`config.mk`:
```
export PLATFORM = sky130hd
export DESIGN_NAME = program_counter
export DESIGN_NICKNAME = d
export VERILOG_FILES = /design/src/rtl/program_counter.sv
export SDC_FILE = /design/constraint.sdc
export NUM_CORES = 1
export LEC_CHECK = 0
export CAP_MARGIN = 15
export CORE_AREA = 2 2 47 49
export CTS_BUF_LIST = sky130_fd_sc_hd__clkbuf_8
export DETAILED_ROUTE_END_ITERATION = 8
export DIE_AREA = 0 0 49 51
export HOLD_SLACK_MARGIN = 0.06
export PLACE_DENSITY = 0.75
export SYNTH_ARGS = -nofsm -noshare
export SYNTH_HDL_FRONTEND = slang
export SYNTH_SLANG_ARGS = --single-unit
```
`constraint.sdc`:
```
create_clock -name clk -period 1.5 [get_ports clk]
set_clock_uncertainty 0.15 [all_clocks]
set_input_delay 0.225 -clock clk [delete_from_list [all_inputs] [get_ports clk]]
set_output_delay 0.225 -clock clk [all_outputs]
set_load 0.01 [all_outputs]
```
`src/rtl/program_counter.sv`:
```
// Program counter with load, increment, call and return, plus an optional return-address stack.
// Define PC_STACK_EN to build the return stack; without it callPC acts as loadPC and retPC is ignored.
module program_counter #(
    parameter int               WIDTH        = 12,
    parameter logic [WIDTH-1:0] RESET_VECTOR = {WIDTH{1'b0}},
    parameter int               STACK_DEPTH  = 4
) (
    input  logic             clk,
    input  logic             rst,
    input  logic             loadPC,
    input  logic             incPC,
    input  logic             callPC,
    input  logic             retPC,
    input  logic [WIDTH-1:0] address,
    output logic [WIDTH-1:0] execadd,
    output logic             stack_full,
    output logic             stack_empty,
    output logic             stack_err
);

    logic [WIDTH-1:0] pc_r;
    logic [WIDTH-1:0] pc_s;
    logic [WIDTH-1:0] pc_inc_s;

    assign execadd  = pc_r;
    assign pc_inc_s = pc_r + {{(WIDTH-1){1'b0}}, 1'b1};

`ifdef PC_STACK_EN
    localparam int             PTR_W     = $clog2(STACK_DEPTH);
    localparam logic [PTR_W:0] DEPTH_MAX = (PTR_W+1)'(STACK_DEPTH);
    localparam logic [PTR_W:0] ZERO      = {(PTR_W+1){1'b0}};
    localparam logic [PTR_W:0] ONE       = {{PTR_W{1'b0}}, 1'b1};

    logic [WIDTH-1:0] stack_r [STACK_DEPTH];
    logic [PTR_W:0]   depth_r;
    logic [PTR_W:0]   depth_s;
    logic [PTR_W:0]   top_s;
    logic             push_s;
    logic             err_r;
    logic             err_s;
    logic             full_r;
    logic             empty_r;

    assign stack_full  = full_r;
    assign stack_empty = empty_r;
    assign stack_err   = err_r;

    // Request priority and next PC / stack depth / error flag
    always_comb begin
        pc_s    = pc_r;
        depth_s = depth_r;
        err_s   = err_r;
        push_s  = 1'b0;
        top_s   = depth_r - ONE;
        if (loadPC) begin
            pc_s = address;
        end else if (callPC) begin
            // The jump happens even when the push is refused
            pc_s = address;
            if (depth_r == DEPTH_MAX) begin
                err_s = 1'b1;
            end else begin
                push_s  = 1'b1;
                depth_s = depth_r + ONE;
            end
        end else if (retPC) begin
            if (depth_r == ZERO) begin
                err_s = 1'b1;
            end else begin
                pc_s    = stack_r[top_s[PTR_W-1:0]];
                depth_s = top_s;
            end
        end else if (incPC) begin
            pc_s = pc_inc_s;
        end else begin
            pc_s = pc_r;
        end
    end

    // PC, depth and flag registers; full/empty are registered decodes of the next depth
    always_ff @(posedge clk) begin
        if (rst) begin
            pc_r    <= RESET_VECTOR;
            depth_r <= ZERO;
            err_r   <= 1'b0;
            full_r  <= 1'b0;
            empty_r <= 1'b1;
        end else begin
            pc_r    <= pc_s;
            depth_r <= depth_s;
            err_r   <= err_s;
            full_r  <= (depth_s == DEPTH_MAX);
            empty_r <= (depth_s == ZERO);
        end
    end

    // Return-address storage; entries above the depth pointer are don't-care
    always_ff @(posedge clk) begin
        if (!rst && push_s) begin
            stack_r[depth_r[PTR_W-1:0]] <= pc_inc_s;
        end
    end
`else
    logic unused_s;

    assign stack_full  = 1'b0;
    assign stack_empty = 1'b1;
    assign stack_err   = 1'b0;
    assign unused_s    = retPC | (STACK_DEPTH < 2 ? 1'b1 : 1'b0);

    // Request priority without a stack: call is a plain jump
    always_comb begin
        pc_s = pc_r;
        if (loadPC || callPC) begin
            pc_s = address;
        end else if (incPC) begin
            pc_s = pc_inc_s;
        end else begin
            pc_s = pc_r;
        end
    end

    // PC register
    always_ff @(posedge clk) begin
        if (rst) begin
            pc_r <= RESET_VECTOR;
        end else begin
            pc_r <= pc_s;
        end
    end
`endif

endmodule

```
==> summary.md, run 1 <==
| Metric | Value |
|---|---|
| Synth Instances | `85` |
| CTS max path bufs | `2` |
| DRC | `0` |
| Worst setup margin | `0.0263 ns` |
| Synth Cell Area | `729 um2` |
| Post-synth EDFFs | `0` |
| CTS tree | `built` |
| Clock Sinks | `12` |
| Via count | `829` |
| Core Region | `2060 um2` |
| Synth area leader | `dfxtp_1` |
| Fin crit share | `98.2%` |
| HP Class | `reg2reg` |
| Chip height | `51 um` |
| Max FFs per register | `12` |
| Avg WL per Cell | `13.5 um` |
| RSZ-0062 raised after global routing | `true` |
| Finished Layout Cells | `162` |
| Area after DPL | `1160 um2` |
| GRT Residual Overflow | `0` |
| Die area | `2500 um2` |
| Top-count cell post-synth | `dfxtp_1` |
| 1st-iter DRT viols | `11` |
| Setup TNS | `0 ns` |
| Vias in the first global route | `852` |
| Site Rows | `17` |
| Startpoint Class | `flop` |
| Pwr Density | `691 nW/um2` |
| FMAX | `679 MHz` |
| First-pass GRT wire length | `3640 um` |
| CP required | `1.51 ns` |
| Yosys reg bits | `12` |
| Most used DFF post-synth | `dfxtp_1` |
| Largest net degree at the start of global routing | `10` |
| Final design utilization | `64.5%` |
| Fin crit period | `1.47 ns` |
| CTS buffer count | `3` |
| I/O Buffers | `28` |
| Initial antenna violation count | `0` |
| Crit path cell chain | `nand4_4, buf_6, o311a_1, nor4_2` |
| WHS | `0.386 ns` |
| Max_cap viols | `0` |
| Outcome | `finished clean` |
| Ports | `33` |
| Peak VDD IR | `0.000446 V` |
| Final setup violation count | `0` |
| Top cells by count, synth | `dfxtp_1, nor2_1, a211oi_1` |
| Top cells by area, synth | `dfxtp_1, a211oi_1, nor2_1, a311oi_1, xor2_1` |
| Seq/Total Area, Yosys | `32.9%` |
| Fraction of layout cells with a size suffix above 1 | `38.8%` |
| Ys async rst share | `0%` |
| Post-synth top area share | `32.9%` |
| Max FO, Critical Path | `6` |
| CTS root buf | `clkbuf_8` |
| HPWL after detailed placement | `1560 um` |
| Clock latency at the later pin of the worst-skew pair | `0.24 ns` |
| Gpl congestion | `0.812` |
| Design area | `1330 um2` |
| Initial Utilization | `35.4%` |
| Setup crit end kind | `flop` |
| Inst Count DP | `152` |
| ANT nets after route | `0` |
| Lkg Pwr | `0.548 nW` |
| Die width | `49 um` |
| Yosys cell types | `33` |
| Via/cell ratio | `5.12` |
| Synth warn | `0` |
| Dpl ws | `-0.444 ns` |
| Synth Area per Inst | `8.58 um2` |
| Pre-Repair DR Iteration Count | `4` |
| Critical path type | `reg2reg` |
| Area grow syn2layout | `82.3%` |
| Worst-path clk slew | `0.06 ns` |
| GRT Overall Usage | `18.7%` |
| N_diodes | `0` |
| Largest stage delay, worst path | `0.36 ns` |
| Power Total | `0.919 mW` |
| CTS Hold Bufs | `0` |
| Final hold violation count | `0` |
| DRT Wirelength | `2180 um` |
| Fin nets | `154` |
| Arrival @ worst endpoint | `1.48 ns` |
| Slew Viols, Final | `0` |
| Slowest stage cell, crit path | `dfxtp_4` |
| H-tree depth | `1` |
==> worst paths after layout <==
path	from	endpoint	slack, ns	cells after the start
worst max-delay path	execadd[4]	execadd[10]	0.03	4
worst min-delay path	execadd[7]	execadd[7]	0.39	2
worst max register to register	execadd[4]	execadd[10]	0.03	4
worst min register to register	execadd[7]	execadd[7]	0.39	2
==> layer usage <==
layer  vias to the layer above  wire, um  GRT usage (%)
li1                        415         -              -
met1                       382       926           19.9
met2                        26      1120           33.8
met3                         6        83           3.51
met4                         0        53           12.9
met5                         -         0              0
==> layout by cell type (no fill, tap or decap), types with 3 or more instances in the layout <==
cell and instances:
nor4_2 3, clkdlybuf4s50_1 13, dlygate4sd2_1 12, nand2_1 4, dfxtp_2 4, a211oi_1 5
buf_4 21, clkbuf_8 3, nor2_1 10, dfxtp_4 5, a311oi_1 3, conb_1 3
nand4_1 4, dfxtp_1 3, xor2_1 3, buf_6 3
==> power breakdown <==
part / switching [mW] / total, mW / leakage [nW] / internal, mW
registers: 0.0292 / 0.372 / 0.104 / 0.343
clock network: 0.128 / 0.309 / 0.0269 / 0.181
logic: 0.102 / 0.238 / 0.417 / 0.135
total: 0.260 / 0.919 / 0.548 / 0.659
==> what timing repair did <==
item | in CTS | in global routing
gates resized for setup | 23 | 11
pin swaps | 7 | 6
setup endpoints to repair | 19 | 12
endpoints found under the hold margin | 0 | 0
setup buffers | 2 | 4
==> logic make-up after synthesis <==
family                     synth area share (%)
xor gates and xnor gates                   4.80
other                                      1.03
adders and majority gates                  1.71
buffers and inverters                      8.57
muxes                                      1.37
AOI/OAI and AO/OA                          19.6
and+or+nand+nor                            30.0
DFF                                        32.9
==> worst max-delay path: cells and delay by family, from the launching register on <==
kind / cells / cell delay [ns]
buffers and inverters: 1 / 0.16
flip-flops: 1 / 0.36
AND/OR/NAND/NOR: 2 / 0.37
AO/OA/AOI/OAI: 1 / 0.35
==> cell type report <==
type	count	area, um2
clock buffer	3	41.3
clock inverter	1	3.75
fill	172	733
inverter	1	3.75
multi-input combinational	65	520
sequential	12	264
tap	28	35.0
timing repair buffer	52	462
(Power assumes the default switching activity.)
==> inputs of run 2 (changes only) <==
--- a/config.mk
+++ b/config.mk
@@ -12,6 +12,7 @@
 export DIE_AREA = 0 0 49 51
 export HOLD_SLACK_MARGIN = 0.06
 export PLACE_DENSITY = 0.75
+export SLEW_MARGIN = 40
 export SYNTH_ARGS = -nofsm -noshare
 export SYNTH_HDL_FRONTEND = slang
 export SYNTH_SLANG_ARGS = --single-unit
==> results of run 2 <==
No change in the layout: final DEF, timing and power equal those of run 1.
